===== src/rtl/clock_time_ctrl.sv =====
// rtl/clock_time_ctrl.sv - digital-clock seconds/minutes chain with hour carry and button set mode
// Optional feature macro: CLOCK_TIME_CTRL_BLINK_EN (blink toggle register for the edited field)
module clock_time_ctrl (
    input  logic       clk,
    input  logic       reset,
    input  logic       tick,
    input  logic       mode_btn,
    input  logic       inc_btn,
    input  logic [7:0] hour_q,
    output logic       hour_in,
    output logic       hour_load,
    output logic [7:0] hour_data,
    output logic [7:0] min_q,
    output logic [7:0] sec_q,
    output logic [1:0] set_mode,
    output logic       blink
);

    typedef enum logic [1:0] {
        RUN     = 2'b00,
        SET_HR  = 2'b01,
        SET_MIN = 2'b10
    } state_t;

    state_t     state;
    state_t     state_nx;

    logic [7:0] sec_d;
    logic [7:0] min_d;
    logic       hour_in_d;
    logic       hour_load_d;
    logic [7:0] hour_data_d;

    // BCD 00..59 increment with wrap; a corrupt low nibble is treated as 9
    function automatic logic [7:0] bcd_inc59(input logic [7:0] v);
        if (v[3:0] >= 4'd9) begin
            if (v[7:4] >= 4'd5)
                return 8'h00;
            else
                return {v[7:4] + 4'd1, 4'h0};
        end else begin
            return {v[7:4], v[3:0] + 4'd1};
        end
    endfunction

    // BCD 00..23 increment; anything that is not a valid hour restarts at 00
    function automatic logic [7:0] hour_inc(input logic [7:0] h);
        if (h >= 8'h23 || h[3:0] > 4'd9)
            return 8'h00;
        else if (h[3:0] == 4'd9)
            return {h[7:4] + 4'd1, 4'h0};
        else
            return {h[7:4], h[3:0] + 4'd1};
    endfunction

    // State register; the encoding is exported directly as set_mode
    always_ff @(posedge clk or posedge reset) begin
        if (reset)
            state <= RUN;
        else
            state <= state_nx;
    end

    // Next state: each mode press advances RUN -> SET_HR -> SET_MIN -> RUN
    always_comb begin
        state_nx = state;
        case (state)
            RUN:     if (mode_btn) state_nx = SET_HR;
            SET_HR:  if (mode_btn) state_nx = SET_MIN;
            SET_MIN: if (mode_btn) state_nx = RUN;
            default: state_nx = RUN;
        endcase
    end

    // Next values for the registered datapath outputs, decoded from the current state
    always_comb begin
        sec_d       = sec_q;
        min_d       = min_q;
        hour_in_d   = 1'b0;
        hour_load_d = 1'b0;
        hour_data_d = hour_data;
        case (state)
            RUN: begin
                // A coincident mode press does not block the tick or its carry
                if (tick) begin
                    sec_d = bcd_inc59(sec_q);
                    if (sec_q == 8'h59) begin
                        min_d = bcd_inc59(min_q);
                        if (min_q == 8'h59)
                            hour_in_d = 1'b1;
                    end
                end
            end
            SET_HR: begin
                // hour_load high means hour_q still shows the pre-load value, so drop this press
                if (inc_btn && !mode_btn && !hour_load) begin
                    hour_load_d = 1'b1;
                    hour_data_d = hour_inc(hour_q);
                end
            end
            SET_MIN: begin
                if (mode_btn)
                    sec_d = 8'h00;
                else if (inc_btn)
                    min_d = bcd_inc59(min_q);
            end
            default: ;
        endcase
    end

    // Datapath output registers
    always_ff @(posedge clk or posedge reset) begin
        if (reset) begin
            sec_q     <= 8'h00;
            min_q     <= 8'h00;
            hour_in   <= 1'b0;
            hour_load <= 1'b0;
            hour_data <= 8'h00;
        end else begin
            sec_q     <= sec_d;
            min_q     <= min_d;
            hour_in   <= hour_in_d;
            hour_load <= hour_load_d;
            hour_data <= hour_data_d;
        end
    end

    assign set_mode = state;

`ifdef CLOCK_TIME_CTRL_BLINK_EN
    // Blink phase toggles per tick while editing; restarts dark on any mode change
    always_ff @(posedge clk or posedge reset) begin
        if (reset)
            blink <= 1'b0;
        else if (state == RUN || state_nx != state)
            blink <= 1'b0;
        else if (tick)
            blink <= ~blink;
    end
`else
    assign blink = 1'b0;
`endif

endmodule


===== config.mk =====
export PLATFORM = sky130hd
export DESIGN_NAME = clock_time_ctrl
export DESIGN_NICKNAME = d
export VERILOG_FILES = /design/src/rtl/clock_time_ctrl.sv
export SDC_FILE = /design/constraint.sdc
export NUM_CORES = 1
export LEC_CHECK = 0
export CAP_MARGIN = 20
export CORE_ASPECT_RATIO = 1.2
export CORE_MARGIN = 2
export CORE_UTILIZATION = 48
export CTS_CLUSTER_DIAMETER = 150
export DETAILED_ROUTE_END_ITERATION = 10
export PLACE_DENSITY = 0.79
export SYNTH_ARGS = -nofsm -noshare
export SYNTH_HDL_FRONTEND = slang
export SYNTH_SLANG_ARGS = --single-unit

===== constraint.sdc =====
create_clock -name clk -period 3.5 [get_ports clk]
set_clock_uncertainty 0.2 [all_clocks]
set_input_delay 0.7 -clock clk [delete_from_list [all_inputs] [get_ports clk]]
set_output_delay 0.7 -clock clk [all_outputs]
set_load 0.01 [all_outputs]

* Yosys cells after proc, flatten, opt, wreduce, memory -nomap -nowiden *
Cells that the tools add are included.

word-level totals
  register bits after elaboration = 28
  output and inout bits = 29
  word-level logic and storage cells = 68
  input port bits = 13

cells by class
  reduce and logical (&&, ||, !) cells = 12
  multiplexer cells = 24
  eq/ne operators = 13
  order comparisons = 6
  add/subtract/negate cells = 6

operators with widths
  kind                                                               number
  two-way mux 8 bit                                                  12
  one-hot mux 8 bit (2 select lines)                                 2
  adder 4 x 1 -> 4 bit, second input constant                        6
  equality test 8 x 7 -> 1 bit, second input constant                2
  != test 2 bit, second input constant                               8
  greater-or-equal comparator 4 x 3 -> 1 bit, second input constant  2
  greater-or-equal comparator 4 bit, second input constant           2
  greater-or-equal comparator 8 x 6 -> 1 bit, second input constant  1
  two-way mux 1 bit                                                  6
  two-way mux 2 bit                                                  3
  one-hot mux 2 bit (3 select lines)                                 1
  AND reduction 3 bit                                                2
  AND reduction 5 bit                                                1
  equality test 4 bit, second input constant                         1
  > comparator 4 bit, second input constant                          1
  AND reduction 4 bit                                                1
  equality test 2 x 1 -> 1 bit, second input constant                1
  equality test 2 bit, second input constant                         1
  logical AND 1 bit                                                  2
  zero test 1 bit                                                    2
  zero test 2 bit                                                    1
  AND reduction 2 bit                                                1
  nonzero test 2 bit                                                 1
  logical OR 1 bit                                                   1

* Depth between registers and ports, before layout *
Gate-level depths: netlist (run 1).

  word-level depth = 6
  gate-level depth with buffers = 7
  mapped depth without buffers = 6

* Worst setup path before layout (run 1) *
Ideal clock, no wire load.

  kind = input -> register
  start point = input mode_btn
  end point = register min_q[7]
  required time = 3175 ps
  stages = 5
  data arrival time = 1777 ps
  setup time = 125 ps
  buffers on the path = 1
  slack = 1398 ps
  cells stage by stage = and2b_2 > a22oi_2 > or3_1 > buf_6 > mux2_4

on the way
  longest elaborated chain between the ends = 2

ends and longest elaborated chain
  item                                  RTL line  source
  start, declared                       7         input logic mode_btn,
  != test 2 bit (no source line)        n/a
  AND reduction 5 bit (no source line)  n/a
  end signal, assigned                  121       min_q <= min_d;
  end, declared                         13        output logic [7:0] min_q,

No other way between the ends.
A chain may end at the register's enable or synchronous reset.

* Worst setup path after layout (run 1) *
Same ends and word-level chain as after synthesis.

==> metrics.txt, run 1 <==
register area share after synthesis=0.4291; Clock Latency Late Sink=0.27 ns; placed instance area=0.002052 mm²; max frequency=0.4103 GHz; Final Critical Period=2.437 ns; DRC=0; Int Power=0.8107 mW; Hold Crit Class=flop to flop; setup tns final=0 ns; Die Y=67.89 µm; Total Wirelength=3539 µm; WP buf/inv=1; largest family of logic cells by synthesized area=simple AND/OR/NAND/NOR gates; leakage power=0.9493 nW; Final Cell Area=0.002093 mm²; Register Area=700.7 µm²; Cells after Synth=169; maximum clock path buffer count=2; critical path's slowest cell=or3_1; Site Rows=23; largest net degree at the start of global routing=29; CTS Hold Buffers Added=0; Setup-failing EPs final=0; WL/cell=14.39 µm; GP Congestion=0.8773; CP top delay family=simple AND/OR/NAND/NOR gates; Slew headroom=0.6083; Num CTS Buffers=3; simple-gate share of the synthesized area=0.1847; layout cell share with drive strength beyond 1=0.06699; Port Buffers=40; die width=57.24 µm; # fillers=260; P&R area growth vs syn=28.20%; Post-DP HPWL=2714 µm; WS Path Type=input pin to flop; Ant. Diodes=0; main flop type after synthesis=dfrtp_1; syn_area_per_cell=9.662 µm²; Ports=42; CP Data Arrival Time=2.40 ns; H-Tree Depth=1; Syn Std Cell Area=0.001633 mm²; sw frac=0.3956; Clock Root Buffer=clkbuf_8; fin crit share=0.6963; Max-cap violations=0; Worst Setup Start Kind=input pin; crit-path cells=clkdlybuf4s50_1 > and2b_2 > a22oi_2 > or3_1 > mux2_4; Final Hold Viols=0; Post-Synth XOR/XNOR Area=0.01609; post-synthesis mux area share=0.05287; vias in the first global route=1381; RSZ-0062 raised after global routing=no; full die area=0.003886 mm²; Total GRT Usage=0.1975; slowest stage delay, CP=0.50 ns; Ys Warns=0; Worst VDD drop=0.3849 mV; worst-margin pin slew=0.5826 ns; Post-Syn Nets=196; Synth async-reset ratio=1.000; nets@finish=238; PD cells=640.8 mW/mm²; 1st-iter DRT viols=36; Core Region=0.003309 mm²; Post-synth EDFFs=0; GRT overflow=0; critical path capture point type=flop; PostCTS Resize Cnt=0; Starting Density=0.4934; post-synthesis share of cell area spent on full adders, half adders and majority gates=0.1073; final max-slew violation count=0; antenna violations before repair=0; Setup Fix Bufs, Post-CTS=0; first-pass GRT wire length=5968 µm; DRT Pass-1 Iters=4; via count=1390; Vias/cell=5.650; worst path required time=3.47 ns; clock share of power=0.127; CTS sink count=28; post-synthesis compound-gate area fraction=0.1448; Flop pwr share=0.411; TritonCTS clock tree=built; Comb power frac=0.461; Synth cell types=44; clock-pin slew on the worst setup and hold paths=0.09 ns; switching power=0.5306 mW; outcome=finished clean; Max Fanout on Critical Path=5; multi-input logic area=829.5 µm²; DRT antenna net count=0; Yosys reg bits=28
area by class of cell:
class,count,area share
clock buffer,3,0.01973
inverter,18,0.03228
multi-input combinational,119,0.3963
sequential,28,0.3347
tap,37,0.02212
timing repair buffer,41,0.1949
cells in the final DEF, fill, tap and decap left out, types with 2 or more instances in the layout:
| master | instances |
|---|---|
| a21oi_1 | 4 |
| and2_1 | 3 |
| clkbuf_8 | 3 |
| clkdlybuf4s50_1 | 40 |
| dfrtp_1 | 28 |
| ha_1 | 14 |
| inv_1 | 18 |
| mux2i_1 | 6 |
| nand2_1 | 18 |
| nand2b_1 | 5 |
| nand3_1 | 5 |
| nand4_1 | 3 |
| nor2_1 | 10 |
| nor3_1 | 3 |
| o21ai_0 | 16 |
| o41ai_1 | 2 |
| or3b_2 | 2 |
| xnor2_1 | 3 |
metal layers:
| metal | global-route usage | wire length [µm] | share of wire | vias to the layer above |
|---|---|---|---|---|
| met2 | 0.3434 | 1781 | 0.50 | 48 |
| met4 | 0.08140 | 42 | 0.012 | 0 |
| met1 | 0.2428 | 1529 | 0.43 | 676 |
| met3 | 0.03592 | 184 | 0.052 | 4 |
| met5 | 0 | 0 | 0 | - |
| li1 | - | - | - | 662 |
worst register-to-register path: stages (launching register included):
cell and delay [ns]:
dfrtp_1 0.44, inv_1 0.12, ha_1 0.16, inv_1 0.04, o31ai_1 0.49, or3_1 0.34, mux2_4 0.32
final timing paths:
path | cells past startpoint | slack (ns) | end | from
max | 5 | 1.06 | min_q[7] | mode_btn
min | 1 | 0.29 | hour_data[7] | hour_data[7]
max reg2reg | 6 | 1.27 | min_q[7] | min_q[0]
min reg2reg | 1 | 0.29 | hour_data[7] | hour_data[7]
max in group asynchronous | 3 | 2.24 | set_mode[1] | reset
min in group asynchronous | 3 | 0.59 | hour_data[3] | reset
state kept, by name (all words and copies together) (netlist names):
| name | count |
|---|---|
| min_q | 8 |
| hour_in | 1 |
| sec_q | 8 |
| hour_data | 8 |
| set_mode | 2 |
| hour_load | 1 |
cells in the mapped netlist, drive strengths merged, types with 4 or more instances:
cell / instances / share of area
a21oi: 5 / 0.018
buf: 4 / 0.021
dfrtp: 28 / 0.43
ha: 14 / 0.11
inv: 18 / 0.041
mux2i: 6 / 0.037
nand2: 18 / 0.041
nand2b: 5 / 0.019
nand3: 5 / 0.015
nor2: 10 / 0.023
o21ai: 16 / 0.049
per-stage QoR:
stage                 util  cells  total power, mW  hold slack [ns]  setup slack, ns
finish              0.6325    246            1.341           0.2949            1.063
global route        0.6325    246            1.456           0.3388            1.003
CTS                 0.6325    246            1.355           0.3039            1.075
detailed placement  0.6200    243            1.180           0.2819           0.7774
global placement    0.6200    243            1.144           0.2787           0.8289
floorplan                -    169           0.8917           0.3162            1.398
cells by family (layout without fill, tap and decap cells):
family	Yosys count	in the layout
AND/OR/NAND/NOR	57	57
other	1	1
AO/OA/AOI/OAI	36	36
XOR/XNOR	3	3
flip-flops	28	28
buffers and inverters	22	62
multiplexers	8	8
adder cells (fa/ha/maj)	14	14
power by group through the flow:
stage | Clock (mW) | Sequential, mW | Combinational (mW)
floorplan | 0 | 0.549 | 0.342
global placement | 0 | 0.549 | 0.596
detailed placement | 0 | 0.556 | 0.623
CTS | 0.179 | 0.551 | 0.624
global route | 0.190 | 0.569 | 0.697
finish | 0.171 | 0.552 | 0.619
Note: power is estimated with default switching activity, not from simulation.
==> run 2, diff against run 1 <==
- CORE_UTILIZATION: 48 -> 44
- PLACE_DENSITY: 0.79 -> 0.76
- clock period: 3.5 -> 2.2 ns (I/O delays scaled with it)
==> run 2 against run 1 <==
  * Core utilization fell by 1.4 points
  * Critical path depth up 1
  * Cell count grew 6.5%
  * Worst hold slack lost 0.010 ns
  * Worst setup slack worse by 0.94 ns
  * Critical path type is now flop to flop
==> metrics.txt, run 2 (synthesis gave the netlist of run 1 again) <==
Final Critical Period=2.077 ns; worst-margin pin slew=0.5025 ns (-0.08006 ns); Ant. Diodes=0 (unchanged); Max Fanout on Critical Path=4 (-1); leakage power=1.029 nW (+8.4%); Clock Latency Late Sink=0.26 ns (about the same); TritonCTS clock tree=built; die width=59.61 µm (+4.1%); Worst Setup Start Kind=flop; max frequency=0.4816 GHz; Hold Startpoint=hour_data[2]; final max-slew violation count=0 (unchanged); Die Y=70.73 µm (+4.2%); Flop pwr share=0.373 (-0.038); Hold Crit Depth=2 (+1); Total GRT Usage=0.1651 (-0.03237); switching power=0.8501 mW (+60%); nets@finish=251 (+5.5%); antenna violations before repair=0 (unchanged); via count=1350 (-2.9%); Hold Crit Class=flop to flop; crit-path cells=inv_1 > ha_1 > or3b_2 > and2_1 > a311oi_1 > mux2i_1; P&R area growth vs syn=36.40%; WS Path Type=flop to flop; DRC=0 (unchanged); Vias/cell=5.153 (-8.8%); Starting Density=0.4531 (-0.04026); Ports=42 (unchanged); setup tns final=0 ns (unchanged); power consumption=2.260 mW (+68%); clock share of power=0.136 (+0.009); Site Rows=24 (+4.3%); CP Data Arrival Time=2.02 ns (-0.38 ns); Comb power frac=0.491 (+0.030); Int Power=1.410 mW (+74%); PostCTS Resize Cnt=0 (unchanged); commonest cells after routing, fill and taps aside=clkdlybuf4s50_1 (40), dfrtp_1 (28), inv_1 (18), nand2_1 (18), o21ai_0 (16); first-pass GRT wire length=5540 µm (-7.2%); maximum clock path buffer count=2 (unchanged); Final Hold Viols=0 (unchanged); top flop regs=hour_data x8, min_q x8, sec_q x8; sw frac=0.3761 (-0.01941); Post-DP HPWL=2497 µm (-8.0%); Setup Fix Bufs, Post-CTS=0 (unchanged); Core Region=0.003603 mm² (+8.9%); register-to-register setup slack=0.12 ns (-1.15 ns); Max-cap violations=0 (unchanged); largest net degree at the start of global routing=29 (unchanged); most common cell after layout, fill and taps aside=clkdlybuf4s50_1; GRT overflow=0 (unchanged); RSZ-0062 raised after global routing=no; WHS Endpoint=hour_data[2]; critical path's slowest cell=or3b_2; fin crit share=0.9439; layout cell share with drive strength beyond 1=0.1390 (+0.07203); worst reg2reg path depth=6 (unchanged); # fillers=278 (+6.9%); CTS Hold Buffers Added=0 (unchanged); WL/cell=12.11 µm (-16%); CTS sink count=28 (unchanged); vias in the first global route=1330 (-3.7%); Clock Root Buffer=clkbuf_8; GP Congestion=0.8423 (-4.0%); PD cells=1015 mW/mm² (+58%); clock-pin slew on the worst setup and hold paths=0.09 ns (about the same); Total Wirelength=3172 µm (-10%); 1st-iter DRT viols=21 (-42%); Worst VDD drop=0.6420 mV (+67%); critical path capture point type=flop; full die area=0.004216 mm² (+8.5%); H-Tree Depth=1 (unchanged); Port Buffers=40 (unchanged); DRT antenna net count=0 (unchanged); slowest stage delay, CP=0.47 ns (-0.03 ns); DRT Pass-1 Iters=4 (unchanged); Num CTS Buffers=3 (unchanged); Setup-failing EPs final=0 (unchanged); Register Area=700.7 µm² (unchanged); multi-input logic area=849.6 µm² (+2.4%); Reg-to-Reg End=sec_q[6]; worst path required time=2.15 ns (-1.32 ns); outcome=finished clean; reg2reg start=sec_q[1]; Slew headroom=0.6650 (+0.05669)
## run 2: critical path: cells and delay by family, from the launching register on
kind,cells,cell delay [ns]
buffers and inverters,1,0.09
DFF,1,0.42
and+or+nand+nor,2,0.68
adders and majority gates,1,0.22
AOI/OAI and AO/OA,1,0.25
muxes,1,0.10
## run 2: area by class of cell
| type | instances | area share |
|---|---|---|
| flip-flops and latches | 28 | 0.3146 |
| repair buffers | 54 | 0.2270 |
| multi-input cells | 119 | 0.3815 |
| clock buffers | 4 | 0.02472 |
| well taps | 39 | 0.02191 |
| inverters | 18 | 0.03034 |
## run 2: power groups by stage
stage	Sequential (mW)	Clock (mW)	Combinational [mW]
3_5_place_dp	0.853	0	1.09
6_report	0.844	0.308	1.11
5_1_grt	0.873	0.343	1.23
2_1_floorplan	0.874	0	0.545
3_3_place_gp	0.851	0	1.07
4_1_cts	0.845	0.324	1.10
## run 2: worst max path at each step
stage	to	slack [ns]	startpoint
2_1_floorplan	min_q[7]	0.13	sec_q[5]
3_3_place_gp	min_q[7]	-0.12	tick
3_5_place_dp	min_q[7]	-0.13	tick
4_1_cts	min_q[7]	0.1	sec_q[1]
5_1_grt	min_q[7]	0.03	sec_q[1]
6_report	sec_q[6]	0.12	sec_q[1]
## run 2: metal layers
metal	track usage	vias to the layer above	part of all wire
li1	-	689	-
met1	0.2137	634	0.47
met2	0.2808	25	0.50
met3	0.01645	2	0.022
met4	0.06173	0	0.011
met5	0	-	0
## run 2: per-stage QoR
stage	worst slack (ns)	utilization	cells	instance area (µm²)	hold slack, ns
final	0.1235	0.6181	262	2227	0.2846
after global routing	0.03496	0.6181	262	2227	0.3125
after CTS	0.09956	0.6125	262	2207	0.2963
after detailed placement	-0.1296	0.5972	258	2152	0.2714
after global placement	-0.1154	0.5972	258	2152	0.2653
after floorplan	0.1298	-	169	1633	0.3054
